`src/rtl/ps2_pkg.sv`:
```
// Shared PS/2 host types and timing defaults.
package ps2_pkg;

  typedef enum logic [2:0] {
    TX_IDLE,
    TX_INHIBIT,
    TX_START,
    TX_DATA,
    TX_PARITY,
    TX_STOP,
    TX_ACK,
    TX_DONE
  } tx_state_e;

  // 100 us inhibit and 15 ms transmit window at 50 MHz
  localparam int INHIBIT_CYC_DEF = 5000;
  localparam int TIMEOUT_CYC_DEF = 750000;

endpackage

```
`src/rtl/ps2_fifo.sv`:
```
// Receive scancode FIFO with separate occupancy count and sticky overflow.
module ps2_fifo #(
  parameter int WIDTH = 8,
  parameter int DEPTH = 8
) (
  input  logic             clk,
  input  logic             rst,
  input  logic             push_i,
  input  logic [WIDTH-1:0] din_i,
  input  logic             pop_i,
  input  logic             ovf_clr_i,
  output logic [WIDTH-1:0] dout_o,
  output logic             empty_o,
  output logic             ovf_o
);

  localparam int AW = (DEPTH > 1) ? $clog2(DEPTH) : 1;

  logic [WIDTH-1:0] mem_q [DEPTH];
  logic [AW-1:0]    wr_ptr_q, wr_ptr_d, rd_ptr_q, rd_ptr_d;
  logic [AW:0]      cnt_q, cnt_d;
  logic             ovf_q, ovf_d;
  logic             full, do_push, do_pop, drop;

  assign empty_o = (cnt_q == '0);
  assign full    = (cnt_q == (AW+1)'(DEPTH));
  assign do_pop  = pop_i & ~empty_o;
  // a full FIFO still accepts a push when the head leaves in the same cycle
  assign do_push = push_i & (~full | do_pop);
  assign drop    = push_i & full & ~do_pop;

  always_comb begin
    wr_ptr_d = wr_ptr_q;
    rd_ptr_d = rd_ptr_q;
    cnt_d    = cnt_q;
    ovf_d    = ovf_q;
    if (do_push) wr_ptr_d = wr_ptr_q + 1'b1;
    if (do_pop)  rd_ptr_d = rd_ptr_q + 1'b1;
    case ({do_push, do_pop})
      2'b10:   cnt_d = cnt_q + 1'b1;
      2'b01:   cnt_d = cnt_q - 1'b1;
      default: cnt_d = cnt_q;
    endcase
    if (drop)           ovf_d = 1'b1;
    else if (ovf_clr_i) ovf_d = 1'b0;
  end

  always_ff @(posedge clk) begin
    if (rst) begin
      wr_ptr_q <= '0;
      rd_ptr_q <= '0;
      cnt_q    <= '0;
      ovf_q    <= 1'b0;
    end else begin
      wr_ptr_q <= wr_ptr_d;
      rd_ptr_q <= rd_ptr_d;
      cnt_q    <= cnt_d;
      ovf_q    <= ovf_d;
    end
  end

  always_ff @(posedge clk) begin
    if (do_push) mem_q[wr_ptr_q] <= din_i;
  end

  assign dout_o = empty_o ? '0 : mem_q[rd_ptr_q];
  assign ovf_o  = ovf_q;

endmodule

```
`src/rtl/ps2_host_ctrl.sv`:
```
// PS/2 host: scancode receive FIFO plus optional host-to-device transmitter.
// Define PS2_HOST_TX_EN to build the transmit FSM; otherwise the block is receive-only.
module ps2_host_ctrl
  import ps2_pkg::*;
#(
  parameter int FIFO_DEPTH  = 8,
  parameter int INHIBIT_CYC = INHIBIT_CYC_DEF,
  parameter int TIMEOUT_CYC = TIMEOUT_CYC_DEF
) (
  input  logic       clk,
  input  logic       rst,
  input  logic [7:0] rx_code,
  input  logic       rx_irq,
  input  logic       rd_en,
  output logic [7:0] rd_data,
  output logic       rd_empty,
  output logic       ovf,
  input  logic       ovf_clr,
  input  logic       tx_req,
  input  logic [7:0] tx_byte,
  output logic       tx_busy,
  output logic       tx_done,
  output logic       tx_err,
  input  logic       ps_clk_in,
  input  logic       ps_data_in,
  output logic       ps_clk_oe,
  output logic       ps_data_oe
);

  logic rx_irq_q, rx_en, push;

  always_ff @(posedge clk) begin
    if (rst) rx_irq_q <= 1'b0;
    else     rx_irq_q <= rx_irq;
  end

  assign push = rx_irq & ~rx_irq_q & rx_en;

  ps2_fifo #(.WIDTH(8), .DEPTH(FIFO_DEPTH)) u_fifo (
    .clk       (clk),
    .rst       (rst),
    .push_i    (push),
    .din_i     (rx_code),
    .pop_i     (rd_en),
    .ovf_clr_i (ovf_clr),
    .dout_o    (rd_data),
    .empty_o   (rd_empty),
    .ovf_o     (ovf)
  );

`ifdef PS2_HOST_TX_EN
  localparam int IW = (INHIBIT_CYC > 1) ? $clog2(INHIBIT_CYC + 1) : 1;
  localparam int TW = (TIMEOUT_CYC > 1) ? $clog2(TIMEOUT_CYC + 1) : 1;

  tx_state_e     state_q, state_d;
  logic [7:0]    byte_q, byte_d;
  logic [2:0]    bit_q, bit_d;
  logic [IW-1:0] inh_q, inh_d;
  logic [TW-1:0] to_q, to_d;
  logic          err_q, err_d;
  logic          clk_prev_q, fall;
  logic          clk_oe_c, data_oe_c;

  assign fall = clk_prev_q & ~ps_clk_in;

  always_ff @(posedge clk) begin
    if (rst) begin
      state_q    <= TX_IDLE;
      byte_q     <= '0;
      bit_q      <= '0;
      inh_q      <= '0;
      to_q       <= '0;
      err_q      <= 1'b0;
      clk_prev_q <= 1'b0;
    end else begin
      state_q    <= state_d;
      byte_q     <= byte_d;
      bit_q      <= bit_d;
      inh_q      <= inh_d;
      to_q       <= to_d;
      err_q      <= err_d;
      clk_prev_q <= ps_clk_in;
    end
  end

  always_comb begin
    state_d   = state_q;
    byte_d    = byte_q;
    bit_d     = bit_q;
    inh_d     = inh_q;
    to_d      = to_q;
    err_d     = err_q;
    clk_oe_c  = 1'b0;
    data_oe_c = 1'b0;
    case (state_q)
      TX_IDLE: if (tx_req) begin
        byte_d  = tx_byte;
        inh_d   = '0;
        err_d   = 1'b0;
        state_d = TX_INHIBIT;
      end
      TX_INHIBIT: begin
        clk_oe_c = 1'b1;
        if (inh_q == IW'(INHIBIT_CYC - 1)) begin
          data_oe_c = 1'b1;
          to_d      = '0;
          state_d   = TX_START;
        end else begin
          inh_d = inh_q + 1'b1;
        end
      end
      TX_START: begin
        data_oe_c = 1'b1;
        if (fall) begin
          bit_d   = '0;
          state_d = TX_DATA;
        end
      end
      TX_DATA: begin
        data_oe_c = ~byte_q[bit_q];
        if (fall) begin
          if (bit_q == 3'd7) state_d = TX_PARITY;
          else               bit_d   = bit_q + 1'b1;
        end
      end
      // odd parity bit is ~^byte, so the line is pulled low when ^byte is 1
      TX_PARITY: begin
        data_oe_c = ^byte_q;
        if (fall) state_d = TX_STOP;
      end
      TX_STOP: if (fall) state_d = TX_ACK;
      TX_ACK: if (fall) begin
        err_d   = ps_data_in;
        state_d = TX_DONE;
      end
      TX_DONE: state_d = TX_IDLE;
      default: state_d = TX_IDLE;
    endcase
    if (state_q inside {TX_START, TX_DATA, TX_PARITY, TX_STOP, TX_ACK}) begin
      if (to_q == TW'(TIMEOUT_CYC - 1)) begin
        state_d = TX_DONE;
        err_d   = 1'b1;
      end else begin
        to_d = to_q + 1'b1;
      end
    end
  end

  assign rx_en      = (state_q == TX_IDLE) || (state_q == TX_DONE);
  assign tx_busy    = (state_q != TX_IDLE);
  assign tx_done    = (state_q == TX_DONE);
  assign tx_err     = tx_done & err_q;
  assign ps_clk_oe  = clk_oe_c;
  assign ps_data_oe = data_oe_c;
`else
  logic unused_tx;
  localparam int UNUSED_CYC = INHIBIT_CYC + TIMEOUT_CYC;
  assign unused_tx  = ^{tx_req, tx_byte, ps_clk_in, ps_data_in, UNUSED_CYC[0]};
  assign rx_en      = 1'b1;
  assign tx_busy    = 1'b0;
  assign tx_done    = 1'b0;
  assign tx_err     = 1'b0;
  assign ps_clk_oe  = 1'b0;
  assign ps_data_oe = 1'b0;
`endif

endmodule

```
`config.mk`:
```
export PLATFORM = sky130hd
export DESIGN_NAME = ps2_host_ctrl
export DESIGN_NICKNAME = d
export VERILOG_FILES = /design/src/rtl/ps2_pkg.sv /design/src/rtl/ps2_fifo.sv /design/src/rtl/ps2_host_ctrl.sv
export SDC_FILE = /design/constraint.sdc
export NUM_CORES = 1
export LEC_CHECK = 0
export ABC_CLOCK_PERIOD_IN_PS = 7100
export BUFFER_PORTS_ARGS = -buffer_cell sky130_fd_sc_hd__buf_2
export CORE_MARGIN = 4
export CORE_UTILIZATION = 61
export CTS_CLUSTER_DIAMETER = 60
export DETAILED_ROUTE_END_ITERATION = 6
export GPL_TIMING_DRIVEN = 1
export PLACE_DENSITY = 0.87
export RECOVER_POWER = 100
export SETUP_SLACK_MARGIN = 0.5
export SLEW_MARGIN = 20
export SYNTH_ARGS = -nofsm -noshare
export SYNTH_HDL_FRONTEND = slang
export SYNTH_SLANG_ARGS = --single-unit
```
`constraint.sdc`:
```
create_clock -name clk -period 7.1 [get_ports clk]
set_clock_uncertainty 0.2 [all_clocks]
set_input_delay 0.355 -clock clk [delete_from_list [all_inputs] [get_ports clk]]
set_output_delay 0.355 -clock clk [all_outputs]
set_load 0.005 [all_outputs]
```
==> summary.json <==
{
  "fp.coreArea_sq_um": 5140,
  "routed_via_density": 5.63,
  "clk_latency_ns": 0.34,
  "io_buffers": 22,
  "detailed_place.area_sq_um": 3410,
  "finalCritPeriodShare_pct": 58.0,
  "global_route.overflow_total": 0,
  "dpl.cell_count": 280,
  "antenna_found_initial": 0,
  "power.static_leakage_nw": 1.18,
  "synth_warnings": 0,
  "violations": "max-capacitance violations, max-slew violations",
  "drt_pass1_iterations": 4,
  "critPathCaptureType": "flop",
  "tns_ns": 0,
  "synth.area.top_cells": "edfxtp_1 (59%), dfxtp_1 (9.2%), mux4_2 (6.9%)",
  "transition_time_at_the_pin_with_the_least_slew_margin_ns": 2.06,
  "worstSetupStartpointType": "flop",
  "ir_worst_vdd_mv": 0.314,
  "synth_sequential_area_ratio_pct": 68.2,
  "stdcell_count": 296,
  "drive_above_1_share_pct": 12.8,
  "synth_largest_type_area_fraction_pct": 59.0,
  "grt_setup_unrepaired": "false",
  "drt_wl_total_um": 5390,
  "run_status": "finished, violations left",
  "grt_first_pass_wirelength_um": 8700,
  "synth_top_cell_by_area": "edfxtp_1",
  "postSynthAreaPerCell_sq_um": 16.8,
  "place.gp.congestion": 0.776,
  "cts_buffers": 9,
  "post_cts.resized_instances": 0,
  "detail_route.drc_violations": 0,
  "cp_data_required_time_ns": 7.16,
  "floorplan.initialDensity_pct": 63.4,
  "design.die.area_sq_um": 6580,
  "grt_start_max_net_pins": 17,
  "cts-htree-levels": 3,
  "detailedPlacementHpwl_um": 3500,
  "post-cts-setup-buffers": 0,
  "layout_common_cells": "edfxtp_1 (64), nor2_1 (25), clkbuf_1 (22), dfxtp_1 (15), mux2i_1 (11)",
  "timing.setup.critical_path_class": "flop to flop",
  "drt-wirelength-per-cell_um": 18.2,
  "die_y_um": 81.1,
  "drv_cap": 1,
  "x_dimension_of_the_die_um": 81.1,
  "cp_max_fo": 11,
  "cts_num_sinks": 79,
  "setup_viol": 0,
  "ant_nets": 0,
  "number_of_global_route_vias_before_repair": 1669,
  "report.final.hold_viol_count": 0,
  "core.rowCount": 26,
  "cts.root.buffer_cell": "clkbuf_8",
  "netlist-cell-type-count": 33,
  "stdcell_area_sq_um": 3530,
  "io-pin-count": 39,
  "area.growth.synth_to_final_pct": 8.45,
  "post_synth_instance_area_sq_um": 3260,
  "globalRouteTotalUtil_pct": 19.0,
  "synth.ff_latch_count": 79,
  "num_vias": 1665,
  "antenna_cells": 0,
  "layout.cells.most_common": "edfxtp_1",
  "power_mw": 1.18,
  "cts_buffer_depth": 2,
  "max-slew-margin-rel_pct": -38.9,
  "netlist_instances": 194,
  "slew_violations": 12,
  "cts_tree": "built",
  "highest_achievable_clock_rate_mhz": 243,
  "hold_ws_ns": 0.0684,
  "nets": 250,
  "power_density_nw_per_um2": 334,
  "ctsHoldBuffers": 0,
  "cts.reportedPaths.clkPinSlew_ns": 0.07,
  "period_minus_slack_ns": 4.12,
  "holdCritPathClass": "input pin to flop",
  "drt-initial-drc-count": 133,
  "fillerInstances": 366,
  "arrival_worst_endpoint_ns": 4.18
}
## power breakdown
| part | total, mW | leakage (nW) | internal [mW] | switching [mW] |
|---|---|---|---|---|
| Combinational | 0.288 | 0.383 | 0.148 | 0.140 |
| Sequential | 0.586 | 0.702 | 0.533 | 0.0527 |
| Clock | 0.307 | 0.0945 | 0.160 | 0.148 |
| Total | 1.18 | 1.18 | 0.841 | 0.340 |
## state kept, by name, indices dropped and copies added (netlist names), named ones only
register,flops
rx_irq_q,1
u_fifo.cnt_q,4
u_fifo.mem_q,64
u_fifo.ovf_o,1
u_fifo.rd_ptr_q,3
u_fifo.wr_ptr_q,3
## logic make-up (layout without fill, tap and decap cells)
kind of cell / count (synthesis) / count (layout) / share of synthesized area [%]
AO/OA/AOI/OAI: 9 / 9 / 1.80
XOR/XNOR: 7 / 7 / 1.88
adder cells (fa/ha/maj): 5 / 5 / 1.92
buffers and inverters: 18 / 46 / 3.72
flip-flops: 79 / 79 / 68.2
multiplexers: 28 / 28 / 15.5
other: 1 / 5 / 0.115
AND/OR/NAND/NOR: 47 / 47 / 6.91
## area by class of cell
class | instances | area [sq um] | share of cell area (%)
Clock buffer | 11 | 131 | 3.72
Inverter | 4 | 15.0 | 0.425
Sequential cell | 79 | 2220 | 62.9
Multi-Input combinational cell | 101 | 925 | 26.2
Timing Repair Buffer | 26 | 105 | 2.97
Clock inverter | 5 | 48.8 | 1.38
Tap cell | 70 | 87.6 | 2.48
## worst max-delay path: stages (launching register included)
cell and delay (ns):
dfxtp_1 0.37, nor4_1 1.65, nor2_1 0.37, ha_1 0.43
xor2_1 0.17, ha_1 0.18, a21oi_1 0.15, xor2_1 0.09
or3_1 0.30, a21oi_1 0.13
## layer usage
metal,vias to the layer above,share of wire (%),global-route usage [%]
li1,781,-,-
met1,831,43,24.4
met4,0,1.5,6.93
met3,6,5.4,5.88
met5,-,0,0
met2,47,50,30.6
## stage by stage
| stage | utilization, % | setup WS (ns) |
|---|---|---|
| 6_report | 68.8 | 2.98 |
| 5_1_grt | 68.8 | 2.66 |
| 4_1_cts | 69.8 | 3.69 |
| 3_5_place_dp | 66.3 | 3.70 |
| 3_3_place_gp | 66.2 | 3.79 |
| 2_1_floorplan | - | 4.67 |
## path summary, 6_finish.rpt
| check | start | endpoint | slack (ns) | depth (start not counted) |
|---|---|---|---|---|
| worst min register to register | u_fifo.ovf_o | u_fifo.ovf_o | 0.32 | 2 |
| worst max register to register | u_fifo.cnt_q[0] | u_fifo.cnt_q[2] | 2.98 | 9 |
| worst max-delay path | u_fifo.cnt_q[0] | u_fifo.cnt_q[2] | 2.98 | 9 |
| worst min-delay path | rx_irq | rx_irq_q | 0.07 | 2 |
## synthesized netlist by cell type
| library cell | number |
|---|---|
| nor4_1 | 2 |
| buf_12 | 1 |
| edfxtp_1 | 64 |
| or3_1 | 2 |
| nand2_1 | 3 |
| o21ai_0 | 1 |
| o32ai_1 | 1 |
| nand3b_1 | 1 |
| buf_6 | 1 |
| clkbuf_2 | 1 |
| inv_1 | 4 |
| mux4_1 | 6 |
| xor2_1 | 4 |
| ha_1 | 5 |
| nor4_2 | 1 |
| a2bb2oi_1 | 1 |
| nand3_1 | 2 |
| mux4_2 | 10 |
| buf_4 | 7 |
| nor2_1 | 25 |
| nand2b_1 | 2 |
| mux2i_1 | 11 |
| clkbuf_1 | 2 |
| nor2b_1 | 6 |
| conb_1 | 1 |
| mux2_1 | 1 |
| dfxtp_1 | 15 |
| a21oi_1 | 3 |
| a31oi_1 | 2 |
| xnor2_1 | 3 |
| nor3_1 | 3 |
| buf_2 | 2 |
| a311oi_1 | 1 |
Power figures use the tool's default switching activity.
